[src/rtl/ccff_ctrl_pkg.sv]
// Shared types and helpers for the configuration-chain loader.
// Holds the sequencer state encoding and the counter width helper.
package ccff_ctrl_pkg;

  typedef enum logic [1:0] {
    IDLE  = 2'd0,
    FETCH = 2'd1,
    SHIFT = 2'd2,
    DONE  = 2'd3
  } state_e;

  // Bits needed to hold any count from 0 up to and including max_val.
  function automatic int cnt_w(input int max_val);
    return (max_val < 1) ? 1 : $clog2(max_val + 1);
  endfunction

endpackage

[src/rtl/ccff_word_serializer.sv]
// Word-to-bit serializer: loads a word with a bit count, then presents bit 0
// first and shifts right once per shift_i until the count is exhausted.
module ccff_word_serializer
  import ccff_ctrl_pkg::*;
#(
  parameter int WORD_W = 8
) (
  input  logic                     clk,
  input  logic                     rst_n,
  input  logic                     load_i,
  input  logic                     shift_i,
  input  logic [WORD_W-1:0]        data_i,
  input  logic [cnt_w(WORD_W)-1:0] len_i,
  output logic                     bit_o,
  output logic                     last_o,
  output logic                     empty_o
);

  localparam int NB_W = cnt_w(WORD_W);

  logic [WORD_W-1:0] shreg_q;
  logic [NB_W-1:0]   nbits_q;

  // NOTE: sequential state uses non-blocking assignments only, so every flop
  // samples pre-edge values. The shift register is reset as well because
  // its bit 0 drives the chain input directly and must read 0 during reset.
  always_ff @(posedge clk or negedge rst_n) begin
    if (!rst_n) begin
      shreg_q <= '0;
      nbits_q <= '0;
    end else if (load_i) begin
      shreg_q <= data_i;
      nbits_q <= len_i;
    end else if (shift_i && (nbits_q != '0)) begin
      shreg_q <= shreg_q >> 1;
      nbits_q <= nbits_q - NB_W'(1);
    end
  end

  assign bit_o   = shreg_q[0];
  assign last_o  = (nbits_q == NB_W'(1));
  assign empty_o = (nbits_q == '0);

endmodule

[src/rtl/ccff_chain_loader.sv]
// Sequences one serial load (optionally with tail verify) of a configuration
// chain segment from a valid/ready word stream, gating prog_clk via chain_clk_en.
module ccff_chain_loader
  import ccff_ctrl_pkg::*;
#(
  parameter int CHAIN_LEN = 18,
  parameter int WORD_W    = 8
) (
  input  logic              prog_clk,
  input  logic              reset,
  input  logic              start,
  input  logic              verify,
  input  logic [WORD_W-1:0] cfg_data,
  input  logic              cfg_valid,
  output logic              cfg_ready,
  output logic              ccff_head,
  input  logic              ccff_tail,
  output logic              chain_clk_en,
  output logic              busy,
  output logic              done,
  output logic              error
);

  localparam int BL_W = cnt_w(CHAIN_LEN);
  localparam int NB_W = cnt_w(WORD_W);

  state_e          state_q;
  logic [BL_W-1:0] bits_left_q;
  logic            verify_q;
  logic            cfg_ready_q;
  logic            chain_clk_en_q;
  logic            busy_q;
  logic            done_q;
  logic            error_q;

  logic [NB_W-1:0] load_len;
  logic            ser_load;
  logic            ser_bit;
  logic            ser_last;
  logic            ser_empty;

  // NOTE: the default assignment first keeps this block free of latches.
  always_comb begin
    load_len = NB_W'(WORD_W);
    if (int'(bits_left_q) < WORD_W) load_len = NB_W'(bits_left_q);
  end

  assign ser_load = cfg_ready_q && cfg_valid && ser_empty;

  ccff_word_serializer #(
    .WORD_W (WORD_W)
  ) u_ser (
    .clk     (prog_clk),
    .rst_n   (reset),
    .load_i  (ser_load),
    .shift_i (chain_clk_en_q),
    .data_i  (cfg_data),
    .len_i   (load_len),
    .bit_o   (ser_bit),
    .last_o  (ser_last),
    .empty_o (ser_empty)
  );

  always_ff @(posedge prog_clk or negedge reset) begin
    if (!reset) begin
      state_q        <= IDLE;
      bits_left_q    <= '0;
      verify_q       <= 1'b0;
      cfg_ready_q    <= 1'b0;
      chain_clk_en_q <= 1'b0;
      busy_q         <= 1'b0;
      done_q         <= 1'b0;
      error_q        <= 1'b0;
    end else begin
      done_q <= 1'b0;
      // Chain is FIFO: before shift i the tail holds bit i of the prior pass.
      if (verify_q && chain_clk_en_q && (ccff_tail != ser_bit)) error_q <= 1'b1;

      case (state_q)
        IDLE: begin
          if (start) begin
            state_q     <= FETCH;
            busy_q      <= 1'b1;
            cfg_ready_q <= 1'b1;
            error_q     <= 1'b0;
            verify_q    <= verify;
            bits_left_q <= BL_W'(CHAIN_LEN);
          end
        end
        FETCH: begin
          if (cfg_valid && ser_empty) begin
            state_q        <= SHIFT;
            cfg_ready_q    <= 1'b0;
            chain_clk_en_q <= 1'b1;
          end
        end
        SHIFT: begin
          bits_left_q <= bits_left_q - BL_W'(1);
          if (ser_last) begin
            chain_clk_en_q <= 1'b0;
            if (bits_left_q == BL_W'(1)) begin
              state_q <= DONE;
              busy_q  <= 1'b0;
              done_q  <= 1'b1;
            end else begin
              state_q     <= FETCH;
              cfg_ready_q <= 1'b1;
            end
          end
        end
        DONE: state_q <= IDLE;
        default: state_q <= IDLE;
      endcase
    end
  end

  assign cfg_ready    = cfg_ready_q;
  assign chain_clk_en = chain_clk_en_q;
  assign busy         = busy_q;
  assign done         = done_q;
  assign error        = error_q;
  assign ccff_head    = ser_bit;

endmodule
[config.mk]
export PLATFORM = sky130hd
export DESIGN_NAME = ccff_chain_loader
export DESIGN_NICKNAME = d
export VERILOG_FILES = /design/src/rtl/ccff_ctrl_pkg.sv /design/src/rtl/ccff_word_serializer.sv /design/src/rtl/ccff_chain_loader.sv
export SDC_FILE = /design/constraint.sdc
export NUM_CORES = 1
export LEC_CHECK = 0
export ABC_AREA = 1
export CAP_MARGIN = 5
export CORE_ASPECT_RATIO = 1.2
export CORE_MARGIN = 10
export CORE_UTILIZATION = 35
export CTS_CLUSTER_SIZE = 10
export DETAILED_ROUTE_END_ITERATION = 8
export GPL_ROUTABILITY_DRIVEN = 0
export RECOVER_POWER = 25
export SYNTH_ARGS = -nofsm -noshare
export SYNTH_HDL_FRONTEND = slang
export SYNTH_SLANG_ARGS = --single-unit
[constraint.sdc]
create_clock -name prog_clk -period 1.3 [get_ports prog_clk]
set_input_delay 0.195 -clock prog_clk [delete_from_list [all_inputs] [get_ports prog_clk]]
set_output_delay 0.195 -clock prog_clk [all_outputs]
set_load 0.005 [all_outputs]
# Word-level counts from Yosys, hierarchy flattened
# Index checks and enable logic that the tools add are counted.
# W data, S select, Z words.
[classes]
addsub = 2
magnitude_cmp = 1
n_eq_ne = 11
mux = 29
n_reduce_logical = 19
[ops]
columns = ["cell", "n"]
rows = [
  ["$mux W8", 2],
  ["$mux W1", 14],
  ["$mux W4", 3],
  ["$ne A2 B2 Y1 const B", 5],
  ["$pmux W5 S2", 1],
  ["$mux W2", 4],
  ["$pmux W2 S4", 1],
  ["$logic_and A1 B1 Y1", 6],
  ["$reduce_and A3 Y1", 2],
  ["$reduce_bool A2 Y1", 3],
  ["$eq A5 B1 Y1 const B", 1],
  ["$lt A5 B4 Y1 const B", 1],
  ["$mux W5", 1],
  ["$reduce_and A5 Y1", 1],
  ["$sub A5 B1 Y5 const B", 1],
  ["$eq A2 B2 Y1 const B", 2],
  ["$eq A4 B1 Y1 const B", 1],
  ["$logic_not A4 Y1", 1],
  ["$pmux W1 S2", 2],
  ["$reduce_and A2 Y1", 2],
  ["$reduce_and A4 Y1", 1],
  ["$reduce_bool A4 Y1", 1],
  ["$sub A4 B1 Y4 const B", 1],
  ["$pmux W1 S3", 1],
  ["4 further kinds", 4],
]
[totals]
regBits = 25
elab_cells = 72

# Longest topological paths before layout
[logic_depth]
ltp_word = 5
depth_mapped = 10
ltp_nobuf = 10

# Cells and area by module
# Synthesis repeated with hierarchy kept, for this count alone.
[hier_totals]
hier_cells = 188
hier_area_um2 = 1391.3
[by_module_without_submodules]
columns = ["mod", "instances", "cells_per_inst", "area_each_um2"]
rows = [
  ["ccff_word_serializer", 1, 105, 713.2],
  ["ccff_chain_loader", 1, 83, 678.2],
]

# Worst setup path after synthesis
# OpenSTA, ideal clock, no wires.
[synth_path]
kind = "register to register"
from = "register u_ser.nbits_q[0]"
to = "register u_ser.nbits_q[1]"
setup_time_ns = 0.087
arrival_ns = 1.191
t_required_ns = 1.213
setup_slack_ns = 0.023
stages_incl_launch_ff = 9
n_path_buf = 0
synth_period_minus_slack_ns = 1.277
path_cell_list = "dfrtp_1 > inv_1 > ha_1 > nand2_1 > nand2_4 > nand2_2 > inv_2 > nand2_1 > o211ai_1"
[synth_via]
elab_chain_cells = 3
elab_cells_between_ends = 8
[synth_rtl]
columns = ["element", "line_no", "text"]
rows = [
  ["start, declared", "ccff_word_serializer.sv:22", "logic [NB_W-1:0] nbits_q;"],
  ["start signal, assigned", "ccff_word_serializer.sv:33", "nbits_q <= len_i;"],
  ["start signal, assigned", "ccff_word_serializer.sv:36", "nbits_q <= nbits_q - NB_W'(1);"],
  ["$sub A4 B1 Y4, or another cell as far along", "ccff_word_serializer.sv:36", ""],
  ["$mux W4, or another cell as far along", "ccff_word_serializer.sv:34", "end else if (shift_i && (nbits_q != '0)) begin"],
  ["$mux W4 or $reduce_bool A2 Y1 (tied branches)", "-", ""],
]
# Parallel ways exist; a longest one is shown, timed or not. The select of a mux whose other input is x is not followed.
# A chain may end at the register's enable or synchronous reset.

# Final worst setup path
[layout_path]
from = "register u_ser.nbits_q[3]"
to = "register u_ser.nbits_q[0]"
[layout_via]
elab_chain_cells = 3
elab_cells_between_ends = 6
[layout_rtl]
columns = ["element", "line_no"]
rows = [
  ["$logic_not A4 Y1 or $reduce_bool A4 Y1 (tied branches)", "ccff_word_serializer.sv:42, ccff_word_serializer.sv:34"],
  ["$logic_and A1 B1 Y1, on equally long branches", "ccff_chain_loader.sv:48, ccff_word_serializer.sv:34"],
  ["$mux W4 or $reduce_bool A2 Y1 (tied branches)", "-"],
]
# Parallel ways exist; a longest one is shown, timed or not.

==> qor.yml <==
setup_path:
  r2r_end: "u_ser.nbits_q[0]"
  critPathKind: "reg2reg"
  r2r_slack_ns: 0.008
  required_ns: 1.44
  critical_path.max_fanout: 8
  cp-start-kind: "register"
  worst_ep_arrival_time_ns: 1.43
  r2r_start: "u_ser.nbits_q[3]"
  crit_start: "u_ser.nbits_q[3]"
  reg2regPathDepth: 6
  endpoint_kind: "register"
die:
  ioPinCount: 20
  start_util_pct: 36.0
  core_um2: 3630
  placementRows: 24
  die_area_um2: 6590
  die_y_um: 87.0
  die_w_um: 75.8
global_route:
  grt_pass1_wl_mm: 5.33
  globalRouteMet3Util_pct: 2.28
  use_met2_pct: 17.3
  antenna_found_initial: 0
  grt_max_degree: 26
  met1_usage_pct: 11.5
  grt_usage_pct: 10.1
  grt_busiest_layer: "met2"
  grt_pass1_vias: 1181
  grt_overflow: 0
sta:
  setup_ws_ns: 0.00841
  post-route-min-period_ns: 1.29
  tns_ns: 0
  timing.slew.headroom_pct: 57.8
  rsz0062_at_grt: "true"
  finClkSkew_ns: 0.00904
  min_period_over_period_pct: 99.4
  fmaxAchievable_ghz: 0.774
  tightestPinTransition_ns: 0.633
  setup_violations: 0
  maxSlewViolCount: 0
  finalHoldViolations: 0
logic_synthesis:
  yosys.area.top_type_share_pct: 47.8
  synthCells: 163
  yosysWarnings: 0
  synthesis.nets: 182
  synth_edf_count: 0
  synth_most_common_cell: "nand2_1"
  yosys-top-cells-area: "dfrtp_1 (48%), nand2_1 (13%), a21oi_1 (6.1%), ha_1 (4.8%), nand3_1 (4.6%)"
  ys_async_sr_fraction_pct: 100
  synthFlopType: "dfrtp_1"
  avgSynthCellArea_um2: 8.02
  netlist.top_cell.by_area: "dfrtp_1"
  synth.distinct_cells: 20
  ys_ff_latch: 25
  ys_seq_area_share_pct: 47.8
  synth_area_um2: 1310
  synth_common_cells: "nand2_1 (46), dfrtp_1 (25), a21oi_1 (16)"
power_and_ir_drop:
  p_leak_nw: 0.908
  total_power_mw: 4.08
  pwr_density_cell_nw_per_um2: 2170
  vdd_drop_max_mv: 0.907
clock_tree:
  cts_tree: "done"
  clk_pin_slew_ns: 0.09
  holdBufCountCts: 0
  clk_latency_ns: 0.27
  clock-root-buffer: "clkbuf_8"
  cts_buffer_depth: 2
  cts-buffers-inserted: 3
  h-tree-depth: 1
  numClockSinks: 25
cells_and_area:
  stdcell_count: 259
  drive_above_1_share_pct: 30.4
  antenna_cells: 0
  multi_input_area_um2: 718
  fill_cells: 344
  regArea_um2: 627
  syn_to_final_growth_pct: 44.2
  layout.nets: 227
place:
  io_buffers: 19
  dp_hpwl_mm: 2.36
  place_ws_ns: -0.0899
  dp_cells: 248
run:
  maxCapViolations: 0
routing:
  vias: 1194
  wl_per_cell_um: 12.2
  dr.pass1.iters: 4
  drt_wl_total_mm: 3.15
  post_drt_via_cell_ratio: 4.61
  ant_nets: 0
  drt-initial-drc-count: 51
  drc: 0
run_status:
  status: "finished, final reports clean"
worst_hold_path:
  worst_hold_path_type: "in2async"
[placed cells by master, fill, tap and decap left out]
| cell type | Yosys | final |
|---|---|---|
| a21oi_1 | 16 | 13 |
| a21oi_2 | 1 | 3 |
| a21oi_4 | 0 | 1 |
| buf_4 | 0 | 18 |
| buf_6 | 0 | 2 |
| clkbuf_2 | 0 | 1 |
| clkbuf_8 | 0 | 3 |
| clkdlybuf4s50_1 | 0 | 12 |
| clkinv_2 | 0 | 1 |
| dfrtp_1 | 25 | 24 |
| dfrtp_2 | 0 | 1 |
| dlygate4sd2_1 | 0 | 5 |
| dlygate4sd3_1 | 0 | 1 |
| dlymetal6s2s_1 | 0 | 1 |
| ha_1 | 5 | 2 |
| ha_2 | 0 | 2 |
| ha_4 | 0 | 1 |
| inv_1 | 15 | 11 |
| inv_2 | 5 | 7 |
| inv_4 | 0 | 2 |
| nand2_1 | 46 | 41 |
| nand2_2 | 2 | 4 |
| nand2_4 | 1 | 4 |
| nand3_1 | 12 | 9 |
| nand3_2 | 0 | 3 |
| nand3_4 | 1 | 1 |
| nand3b_1 | 2 | 2 |
| nor2_1 | 15 | 10 |
| nor2_2 | 1 | 3 |
| nor2_4 | 2 | 5 |
| nor3_2 | 0 | 1 |
| o211ai_1 | 3 | 3 |
| o21ai_0 | 8 | 6 |
| o21ai_1 | 1 | 3 |
| xor2_1 | 1 | 1 |
[routing by layer]
metal	vias to the layer above	routed length [um]
met5	-	0
met1	567	1290
met3	4	102
met4	0	55
li1	611	-
met2	12	1700
[registers in the layout, indices dropped and copies added, names as in the netlist]
name           cells
done               1
u_ser.shreg_q      8
error              1
cfg_ready          1
bits_left_q        5
busy               1
u_ser.nbits_q      4
chain_clk_en       1
state_q            2
verify_q           1
[worst max-delay path by stage]
stage | depth (start not counted) | to | slack (ns)
final | 6 | u_ser.nbits_q[0] | 0.008
after global routing | 6 | u_ser.shreg_q[2] | -0.07
after CTS | 1 | done | 0.008
after detailed placement | 7 | u_ser.shreg_q[1] | -0.09
after global placement | 7 | u_ser.shreg_q[1] | -0.05
after floorplan | 8 | u_ser.nbits_q[1] | 0.02
[cell type report]
cell class | count | area share, %
multi-input cells | 118 | 38.1
flip-flops and latches | 25 | 33.2
repair buffers | 40 | 18.5
inverters | 20 | 4.25
well taps | 52 | 3.45
clock buffers | 3 | 2.19
clock inverters | 1 | 0.265
[what timing repair did]
action,4_1_cts,5_1_grt
resized for setup,9,36
endpoints found under the setup margin,18,18
pin swaps,0,9
hold endpoints to repair,0,0
buffers inserted,3,4
cloned,0,0
[worst max-delay path: stages, from the launching register on]
cell and delay, ns:
dfrtp_2 0.45, nor2_4 0.23, nand2_4 0.08, nand2_4 0.13
inv_2 0.09, nand2_1 0.10, o211ai_1 0.10
[report_power, final]
part	leakage [nW]	internal [mW]	switching, mW
sequential	0.308	1.10	0.236
combinational	0.574	1.06	1.23
clock	0.0255	0.214	0.243
total	0.908	2.37	1.71
[through the flow]
stage	area, um^2	utilization (%)	hold slack, ns
4_1_cts	1740	48.0	0.295
3_5_place_dp	1670	45.9	0.467
5_1_grt	1890	51.9	0.500
2_1_floorplan	1310	-	-0.101
6_report	1890	51.9	0.461
3_3_place_gp	1670	45.9	0.466
[cell families (layout without fill, tap and decap cells)]
kind of cell	count (synthesis)	after routing	share of synthesized area, %
fa+ha+maj	5	5	4.78
simple gates	83	83	29.0
compound gates	29	29	12.0
xor+xnor	1	1	0.670
buf+inv	20	64	5.74
flops	25	25	47.8
Power figures use the tool's default switching activity.
